===== src/rtl/fp_iter_seq.sv =====
// fp_iter_seq: handshaked control sequencer for the iterative DSP48E1
// floating-point datapath (add, sub, mul).
// Walks PREALIGN/ALIGN/EXECUTE/NORMALIZE/ROUND and drives the DSP48E1
// control words plus the RAM and write-back strobes. All control outputs are
// registered and decoded from the next state, so they line up with the state
// they belong to.
// Optional feature macro: FPSEQ_ROUND_STAGE_EN. When it is defined, the ROUND
// state is present. When it is undefined, the result is truncated: write-back
// moves to the last NORMALIZE cycle and latency drops by one.
module fp_iter_seq #(
    parameter int EXP_W      = 8,
    parameter int MAN_W      = 23,
    parameter int SHIFT_STEP = 8,
    parameter int MUL_ITERS  = 2
) (
    input  logic                       clk,
    input  logic                       rst,
    input  logic                       op_valid,
    output logic                       op_ready,
    input  logic [1:0]                 operation,
    input  logic                       exc_in,
    input  logic [EXP_W:0]             align_shift,
    input  logic [$clog2(MAN_W+4)-1:0] lzc,
    output logic [3:0]                 alumode,
    output logic [6:0]                 opmode,
    output logic [4:0]                 inmode,
    output logic                       do_ram_read,
    output logic                       ram_sel,
    output logic                       fwd_dsp,
    output logic                       write_back,
    output logic                       res_valid,
    input  logic                       res_ready,
    output logic                       exc_flag,
    output logic                       busy
);

    localparam int unsigned STEP_U    = SHIFT_STEP;
    localparam int unsigned MAX_ALIGN = (MAN_W + 3 + SHIFT_STEP - 1) / SHIFT_STEP;
    localparam int          CNT_W     = $clog2(MAX_ALIGN + 1);
    localparam int          MUL_W     = $clog2(MUL_ITERS + 1);

    typedef enum logic [2:0] {
        IDLE, PREALIGN, ALIGN, EXECUTE, NORMALIZE, ROUND, EXCEPTION, DONE
    } state_t;

    typedef enum logic [1:0] {
        OP_ADD = 2'b00, OP_SUB = 2'b01, OP_MUL = 2'b10, OP_RSV = 2'b11
    } op_t;

    state_t             state, state_nxt;
    op_t                op_q, op_nxt;
    logic [CNT_W-1:0]   cnt, cnt_nxt;
    logic [MUL_W-1:0]   mul_cnt, mul_cnt_nxt;

    // Number of shift cycles for a shift amount: at least one, at most MAX_ALIGN.
    function automatic logic [CNT_W-1:0] step_count(input int unsigned amount);
        int unsigned steps;
        steps = (amount + STEP_U - 1) / STEP_U;
        if (steps == 0)
            steps = 1;
        if (steps > MAX_ALIGN)
            steps = MAX_ALIGN;
        return CNT_W'(steps);
    endfunction

    assign op_ready = (state == IDLE);
    assign busy     = (state != IDLE);

    // Next-state and counter update logic.
    always_comb begin
        // NOTE: every variable gets a default before the case so no latch is inferred.
        state_nxt   = state;
        op_nxt      = op_q;
        cnt_nxt     = cnt;
        mul_cnt_nxt = mul_cnt;
        case (state)
            IDLE: begin
                if (op_valid) begin
                    state_nxt = PREALIGN;
                    op_nxt    = op_t'(operation);
                end
            end
            PREALIGN: begin
                if (exc_in || op_q == OP_RSV) begin
                    state_nxt = EXCEPTION;
                end else if (op_q == OP_MUL) begin
                    state_nxt   = EXECUTE;
                    mul_cnt_nxt = MUL_W'(MUL_ITERS);
                end else begin
                    state_nxt = ALIGN;
                    cnt_nxt   = step_count(32'(align_shift));
                end
            end
            ALIGN: begin
                cnt_nxt = cnt - CNT_W'(1);
                if (cnt == CNT_W'(1)) begin
                    state_nxt   = EXECUTE;
                    mul_cnt_nxt = MUL_W'(1);   // add/sub execute in a single pass
                end
            end
            EXECUTE: begin
                if (mul_cnt == MUL_W'(1)) begin
                    state_nxt = NORMALIZE;
                    cnt_nxt   = step_count(32'(lzc));
                end else begin
                    mul_cnt_nxt = mul_cnt - MUL_W'(1);
                end
            end
            NORMALIZE: begin
                cnt_nxt = cnt - CNT_W'(1);
                if (cnt == CNT_W'(1)) begin
`ifdef FPSEQ_ROUND_STAGE_EN
                    state_nxt = ROUND;
`else
                    state_nxt = DONE;
`endif
                end
            end
`ifdef FPSEQ_ROUND_STAGE_EN
            ROUND:     state_nxt = DONE;
`endif
            EXCEPTION: state_nxt = DONE;
            DONE: begin
                if (res_ready)
                    state_nxt = IDLE;
            end
            default:   state_nxt = IDLE;
        endcase
    end

    // State, counters and control outputs decoded from the next state.
    always_ff @(posedge clk) begin
        if (rst) begin
            state       <= IDLE;
            op_q        <= OP_ADD;
            cnt         <= '0;
            mul_cnt     <= '0;
            alumode     <= '0;
            opmode      <= '0;
            inmode      <= '0;
            do_ram_read <= 1'b0;
            ram_sel     <= 1'b0;
            fwd_dsp     <= 1'b0;
            write_back  <= 1'b0;
            res_valid   <= 1'b0;
            exc_flag    <= 1'b0;
        end else begin
            // NOTE: non-blocking throughout; later assignments in the case override the defaults.
            state       <= state_nxt;
            op_q        <= op_nxt;
            cnt         <= cnt_nxt;
            mul_cnt     <= mul_cnt_nxt;
            alumode     <= '0;
            opmode      <= '0;
            inmode      <= '0;
            do_ram_read <= 1'b0;
            ram_sel     <= 1'b0;
            fwd_dsp     <= 1'b0;
            write_back  <= 1'b0;
            res_valid   <= 1'b0;
            exc_flag    <= 1'b0;
            case (state_nxt)
                PREALIGN: begin
                    do_ram_read <= 1'b1;
                    alumode     <= 4'b0011;
                    opmode      <= 7'b0110011;
                end
                ALIGN: begin
                    opmode  <= 7'b0000011;
                    fwd_dsp <= 1'b1;
                end
                EXECUTE: begin
                    if (op_nxt == OP_MUL) begin
                        opmode  <= 7'b0000101;
                        inmode  <= 5'b10001;
                        fwd_dsp <= (mul_cnt_nxt != MUL_W'(1));
                    end else begin
                        alumode <= (op_nxt == OP_SUB) ? 4'b0011 : 4'b0000;
                        opmode  <= 7'b0110011;
                    end
                end
                NORMALIZE: begin
                    opmode  <= 7'b0110000;
                    ram_sel <= 1'b1;
`ifndef FPSEQ_ROUND_STAGE_EN
                    write_back <= (cnt_nxt == CNT_W'(1));
`endif
                end
`ifdef FPSEQ_ROUND_STAGE_EN
                ROUND: begin
                    opmode     <= 7'b0110011;
                    write_back <= 1'b1;
                end
`endif
                EXCEPTION: begin
                    write_back <= 1'b1;
                    exc_flag   <= 1'b1;
                end
                DONE: begin
                    res_valid <= 1'b1;
                    exc_flag  <= exc_flag;
                end
                default: ;
            endcase
        end
    end

endmodule


===== config.mk =====
export PLATFORM = sky130hd
export DESIGN_NAME = fp_iter_seq
export DESIGN_NICKNAME = d
export VERILOG_FILES = /design/src/rtl/fp_iter_seq.sv
export SDC_FILE = /design/constraint.sdc
export NUM_CORES = 1
export LEC_CHECK = 0
export ABC_AREA = 0
export BUFFER_PORTS_ARGS = -buffer_cell sky130_fd_sc_hd__clkbuf_2
export CAP_MARGIN = 20
export CORE_ASPECT_RATIO = 0.8
export CORE_UTILIZATION = 45
export DETAILED_ROUTE_END_ITERATION = 8
export HOLD_SLACK_MARGIN = 0.15
export PLACE_DENSITY = 0.7
export RECOVER_POWER = 50
export REMOVE_ABC_BUFFERS = 1
export SYNTH_ARGS = -nofsm -noshare
export SYNTH_HDL_FRONTEND = slang
export SYNTH_SLANG_ARGS = --single-unit

===== constraint.sdc =====
create_clock -name clk -period 3.86 [get_ports clk]
set_clock_uncertainty 0.1 [all_clocks]
set_input_delay 0.772 -clock clk [delete_from_list [all_inputs] [get_ports clk]]
set_output_delay 0.772 -clock clk [all_outputs]
set_load 0.03 [all_outputs]

==> results of run 1 <==
## routing by layer
layer  GRT usage [%]  share of wire (%)
met1            28.1                 48
met2            36.1                 47
met3            5.48                5.0
met4            5.19               0.27
met5               0                  0
## power by group
group          switching, µW  internal [µW]  leakage (µW)
clock                   73.5            138     0.0000357
combinational            460            237      0.000440
sequential              84.4            291      0.000180
total                    618            667      0.000656
## state kept, by name (all words and copies together), names as in the netlist
name and cells:
opmode 4, cnt 3, state 3, mul_cnt 2, op_q 2, alumode 1, do_ram_read 1, exc_flag 1
fwd_dsp 1, inmode 1, ram_sel 1, res_valid 1, write_back 1
## Yosys cell counts (2+ instances only)
library cell / number
a211oi_1: 3
nand3_1: 2
a21oi_1: 12
o2bb2ai_1: 2
nor3b_1: 2
nor2_1: 12
nand3b_1: 4
inv_2: 2
nand4_1: 2
nor3_1: 5
o31ai_1: 2
dfxtp_1: 22
or3_1: 3
inv_1: 7
a2bb2oi_1: 3
o21ai_1: 2
nor2b_1: 5
buf_4: 13
a31oi_1: 4
o21ai_0: 4
xnor2_1: 2
nand2b_1: 7
o21bai_1: 2
nand2_1: 16
ha_1: 4
## worst min-delay path by stage
stage / end / cells after the start
5_1_grt: exc_flag$_SDFFE_PP0N_ / 2
4_1_cts: exc_flag$_SDFFE_PP0N_ / 2
3_5_place_dp: exc_flag$_SDFFE_PP0N_ / 2
3_3_place_gp: exc_flag$_SDFFE_PP0N_ / 2
2_1_floorplan: op_q[0]$_SDFF_PP0_ / 2
6_report: exc_flag$_SDFFE_PP0N_ / 2
## worst max-delay path: stages (launching register included)
cell and delay, ns:
dfxtp_1 0.77, inv_1 0.24, nand2_1 0.18, inv_2 0.05, clkbuf_2 0.17
## area by class of cell
class,count,area (µm²)
inverter,9,33.8
timing repair buffer,37,166
clock inverter,1,30.0
multi-input combinational,129,852
tap,38,47.5
fill,277,1260
sequential,22,440
clock buffer,3,41.3
## metrics by stage
step,power [µW],hold slack [ns]
global placement,1060,0.357
CTS,1290,0.384
global route,1370,0.397
finish,1280,0.377
floorplan,894,0.352
detailed placement,1080,0.365
## logic make-up (layout without fill, tap and decap cells)
kind of cell             after synthesis  count (layout)  share of synthesized area [%]
AND/OR/NAND/NOR                       70              70                           29.4
buffers and inverters                 24              50                           9.94
XOR/XNOR                               3               3                           1.86
other                                  1               7                          0.266
adder cells (fa/ha/maj)                4               4                           3.55
flip-flops                            22              22                           31.2
AO/OA/AOI/OAI                         45              45                           23.8
==> impl_metrics.py, run 1 <==
metrics = {
    "cts": {
        "root_buffer": "clkbuf_8",
        "htreeDepth": 1,
        "post_cts_buffers": 0,
        "cts_resized": 0,
        "clock-sinks": 22,
        "insertion_delay_ns": 0.26,
        "clk_pin_slew_worst_paths_ns": 0.08,
        "numCtsBuffers": 3,
        "ctsHoldBuffers": 0,
        "cts_tree": "yes",
        "clock_path_buffers": 2,
    },
    "synthesis": {
        "ys_types": 52,
        "synth_top_cell_by_area": "dfxtp_1",
        "async_reset_ff_share_pct": 0,
        "synth_top_area_share_pct": 31.2,
        "yosys-top-cells-area": "dfxtp_1, buf_4, a21oi_1, nand2_1, ha_1",
        "synthFlopType": "dfxtp_1",
        "synth-edff-count": 0,
        "yosys_register_bits": 22,
        "yosys_warnings": 0,
        "seq_area_frac_synth_pct": 31.2,
        "synth_area_um2": 1410,
        "postSynthAreaPerCell_um2": 8.34,
        "synth_cells": 169,
    },
    "sta": {
        "hold_viol_final": 0,
        "rsz0062_at_grt": "false",
        "finalSetupViolCount": 0,
        "tns_ns": 0,
        "slew_viol_final": 0,
        "fin_ws_ns": 1.31,
        "period_share_pct": 66.0,
        "slew_headroom_pct": 53.7,
        "worstMarginPinSlew_ns": 0.693,
        "period_minus_slack_ns": 2.55,
        "fmax_mhz": 393,
    },
    "grt": {
        "grt_pass1_vias": 1213,
        "grt_max_degree": 22,
        "grt.total_usage_pct": 21.7,
        "antenna_found_initial": 0,
        "grt_pass1_wl_um": 5530,
        "grt_overflow_total": 0,
    },
    "floorplanning": {
        "start_util_pct": 49.1,
        "core_region_area_um2": 2870,
        "ios": 45,
        "num_rows": 17,
        "die_area_um2": 3360,
        "die_w_um": 64.6,
        "die_y_um": 52.1,
    },
    "run": {
        "maxCapViolCount": 0,
    },
    "power_and_ir_drop": {
        "powerDensity_nw_per_um2": 797,
        "ir_worst_vdd_v": 0.000441,
        "leakagePower_uw": 0.000656,
    },
    "setup_path": {
        "start_kind": "flip-flop",
        "crit_required_ns": 2.99,
        "r2r_cells": 6,
        "startpoint": "state[1]$_SDFF_PP0_",
        "cp-end-kind": "output port",
        "worstPathArrival_ns": 1.68,
        "r2r_start": "state[1]$_SDFF_PP0_",
        "r2r_slack_ns": 1.55,
        "crit_path_max_fanout": 21,
        "reg2reg_to": "opmode[4]$_SDFF_PP0_",
        "worstSetupPathType": "reg -> out",
        "cp-endpoint": "op_ready",
    },
    "routing": {
        "detail_route.first_pass.iterations": 4,
        "drcViolationCount": 0,
        "wl_per_cell_um": 14.2,
        "drtIter0Drc": 64,
        "via_per_inst": 5.54,
        "routed_wl_um": 3390,
        "antenna_left": 0,
        "vias": 1323,
    },
    "final_layout": {
        "area_growth_pct": 14.3,
        "antenna_cells": 0,
        "fin_nets": 227,
        "final_cell_mix": "dfxtp_1, clkbuf_2, nand2_1, clkbuf_1",
        "drive_gt1_share_pct": 18.9,
        "fin_cells": 239,
        "post-route-util_pct": 56.1,
        "design_area_um2": 1610,
    },
    "placed_design": {
        "gp_congestion": 0.887,
        "place_ws_ns": 1.47,
        "detailed_place_hpwl_um": 2620,
        "port_buffers": 37,
        "placed_cells": 235,
        "dpl_cell_area_um2": 1560,
    },
    "min_path": {
        "hp-start": "exc_flag$_SDFFE_PP0N_",
        "hp-class": "reg -> reg",
    },
    "run_status": {
        "status": "finished clean",
    },
}
Power figures use the tool's default switching activity.
==> inputs of run 2 (changes only) <==
--- a/config.mk
+++ b/config.mk
@@ -5,14 +5,14 @@
 export SDC_FILE = /design/constraint.sdc
 export NUM_CORES = 1
 export LEC_CHECK = 0
-export ABC_AREA = 0
+export ABC_AREA = 1
 export BUFFER_PORTS_ARGS = -buffer_cell sky130_fd_sc_hd__clkbuf_2
 export CAP_MARGIN = 20
 export CORE_ASPECT_RATIO = 0.8
 export CORE_UTILIZATION = 45
 export DETAILED_ROUTE_END_ITERATION = 8
 export HOLD_SLACK_MARGIN = 0.15
-export PLACE_DENSITY = 0.7
+export PLACE_DENSITY = 0.73
 export RECOVER_POWER = 50
 export REMOVE_ABC_BUFFERS = 1
 export SYNTH_ARGS = -nofsm -noshare
==> constraint.sdc (replaced) <==
create_clock -name clk -period 2 [get_ports clk]
set_clock_uncertainty 0.1 [all_clocks]
set_input_delay 0.4 -clock clk [delete_from_list [all_inputs] [get_ports clk]]
set_output_delay 0.4 -clock clk [all_outputs]
set_load 0.03 [all_outputs]
==> run 2 against run 1 <==
  * Synthesized cell count is 22% higher
  * Cell count increased by 18%
  * Highest routed layer unchanged
  * Register-to-register slack got worse by 1.4 ns
  * Sequential power grew 81%
  * Power rose by 83%
==> impl_metrics.py, run 2 <==
metrics = {
    "synthesis": {
        "synthTopCellsByCount": "nand2_1, nor2_1, inv_1",
        "synthFlopType": "dfxtp_1",
        "yosys_register_bits": 22,
        "synth_area_um2": 1380,
        "seq_area_frac_synth_pct": 32.0,
        "synth_top_cell_by_area": "dfxtp_1",
        "async_reset_ff_share_pct": 0,
        "synth_most_common_cell": "nand2_1",
        "yosys-top-cells-area": "dfxtp_1, nand2_1, nor2_1, inv_1, buf_4",
        "postSynthAreaPerCell_um2": 6.64,
        "synth-edff-count": 0,
        "yosys_warnings": 0,
        "synth_cells": 207,
        "ys_types": 30,
        "synth_top_area_share_pct": 32.0,
    },
    "sta": {
        "period_minus_slack_ns": 1.84,
        "rsz0062_at_grt": "true",
        "period_share_pct": 91.8,
        "fmax_mhz": 545,
        "slew_viol_final": 0,
        "finalSetupViolCount": 0,
        "hold_viol_final": 0,
    },
    "routing": {
        "vias": 1291,
        "wl_met1_um": 1440,
        "met3_length_um": 217,
        "detail_route.first_pass.iterations": 4,
        "drtIter0Drc": 74,
        "wl_per_cell_um": 9.99,
        "routed_wl_um": 2810,
        "drcViolationCount": 0,
        "antenna_left": 0,
        "via_per_inst": 4.59,
        "top_layer_used": "met4",
        "wl_met2_um": 1130,
    },
    "run": {
        "maxCapViolCount": 0,
    },
    "cts": {
        "ctsHoldBuffers": 0,
        "clk_pin_slew_worst_paths_ns": 0.08,
        "clock-sinks": 22,
        "htreeDepth": 1,
        "root_buffer": "clkbuf_8",
        "clock_path_buffers": 2,
        "cts_tree": "yes",
        "insertion_delay_ns": 0.26,
        "numCtsBuffers": 3,
    },
    "power_and_ir_drop": {
        "p_sw_uw": 1190,
        "power_frac_comb_pct": 57.9,
        "ir_worst_vdd_v": 0.000732,
        "p_int_uw": 1160,
        "clock_power_share_pct": 13.3,
        "powerDensity_nw_per_um2": 1470,
        "swShare_pct": 50.5,
        "leakagePower_uw": 0.000809,
        "seqPwrFrac_pct": 28.8,
    },
    "placed_design": {
        "detailed_place_hpwl_um": 2280,
        "port_buffers": 37,
        "gp_congestion": 0.914,
        "placed_cells": 276,
    },
    "grt": {
        "grt_max_degree": 14,
        "grt_pass1_wl_um": 5070,
        "grt_overflow_total": 0,
        "grt_pass1_vias": 1189,
        "antenna_found_initial": 0,
        "grt.total_usage_pct": 19.9,
    },
    "floorplanning": {
        "start_util_pct": 48.6,
        "ios": 45,
        "die_w_um": 63.8,
        "die_area_um2": 3280,
        "num_rows": 17,
        "die_y_um": 51.4,
        "core_region_area_um2": 2830,
    },
    "setup_path": {
        "start_kind": "flip-flop",
        "crit_path_max_fanout": 9,
        "worstSetupPathType": "reg -> reg",
        "crit_required_ns": 2.06,
        "worstPathArrival_ns": 1.89,
        "cp-end-kind": "flip-flop",
    },
    "final_layout": {
        "largest_reg_flops": 4,
        "antenna_cells": 0,
        "fin_cells": 281,
        "post-route-util_pct": 56.5,
        "fillCellCount": 292,
        "fin_nets": 269,
        "area_growth_pct": 16.2,
        "final_common_cell": "nand2_1",
        "biggestRegsByFlops": "opmode: 4 flops, cnt: 3 flops, state: 3 flops",
        "drive_gt1_share_pct": 21.0,
        "largest-register": "opmode",
        "final_cell_mix": "nand2_1, nor2_1, inv_1, clkbuf_2, dfxtp_1",
    },
    "min_path": {
        "hp-class": "in -> reg",
    },
    "run_status": {
        "status": "finished clean",
    },
}
run 2: cell count changes in the layout (fill, tap and decap cells not counted), sizes merged, moves of 4 or more:
| cell | delta |
|---|---|
| nand2 | +35 |
| nor2 | +29 |
| inv | +20 |
| nand3 | +15 |
| nand2b | -7 |
| a21oi | -6 |
| nor2b | -6 |
| nor3 | -4 |
run 2: final timing paths:
path	start	end	slack [ns]	cells past startpoint
max	state[1]$_SDFF_PP0_	fwd_dsp$_SDFF_PP0_	0.16	9
min	operation[1]	op_q[1]$_SDFF_PP0_	0.38	3
max reg2reg	state[1]$_SDFF_PP0_	fwd_dsp$_SDFF_PP0_	0.16	9
min reg2reg	exc_flag$_SDFFE_PP0N_	exc_flag$_SDFFE_PP0N_	0.40	2
run 2: cell families after synthesis:
| family | after synthesis | share of synthesized area (%) |
|---|---|---|
| simple gates | 117 | 40.7 |
| compound gates | 20 | 8.37 |
| other cells | 1 | 0.273 |
| fa+ha+maj | 4 | 3.64 |
| buf+inv | 43 | 15.0 |
| flops | 22 | 32.0 |
run 2: cell type report:
class,count,area [µm²],area share (%)
Clock buffer,4,55.1,3.45
Tap cell,38,47.5,2.98
Multi-Input combinational cell,148,756,47.3
Sequential cell,22,445,27.9
Inverter,30,113,7.05
Timing Repair Buffer,39,181,11.4
run 2: metrics by stage:
| step | power [µW] | hold WS [ns] | setup TNS (ns) | instance area (µm²) | setup WS [ns] |
|---|---|---|---|---|---|
| after CTS | 2350 | 0.378 | 0 | 1600 | 0.105 |
| after global placement | 2030 | 0.392 | 0 | 1540 | 0.133 |
| final | 2350 | 0.384 | 0 | 1600 | 0.164 |
| after detailed placement | 2040 | 0.383 | 0 | 1540 | 0.133 |
| after floorplan | 1730 | 0.369 | 0 | 1300 | 0.218 |
| after global routing | 2570 | 0.407 | -0.0209 | 1600 | -0.0134 |
run 2: power groups by stage:
| stage | clock network [µW] | logic, µW | registers (µW) |
|---|---|---|---|
| 3_5_place_dp | 0 | 1360 | 676 |
| 2_1_floorplan | 0 | 929 | 803 |
| 6_report | 312 | 1360 | 678 |
| 5_1_grt | 334 | 1540 | 694 |
| 3_3_place_gp | 0 | 1360 | 675 |
| 4_1_cts | 320 | 1370 | 666 |
run 2: metal layers:
layer	global-route usage (%)	vias up
met4	5.68	0
met1	27.9	529
met2	30.1	51
li1	-	707
met3	4.46	4
met5	0	-
run 2: timing repair:
action                                  4_1_cts  5_1_grt
endpoints found under the setup margin        0        5
resized for setup                             0        5
setup buffers                                 0        1
run 2: critical path, stage by stage (launching register included):
cell and delay (ns):
dfxtp_2 0.38, nor2_2 0.13, inv_1 0.10, nor2_4 0.12
nand2_2 0.14, o21ai_0 0.32, nor2_1 0.12, nand2_2 0.11
o21ai_1 0.06, and2_1 0.14
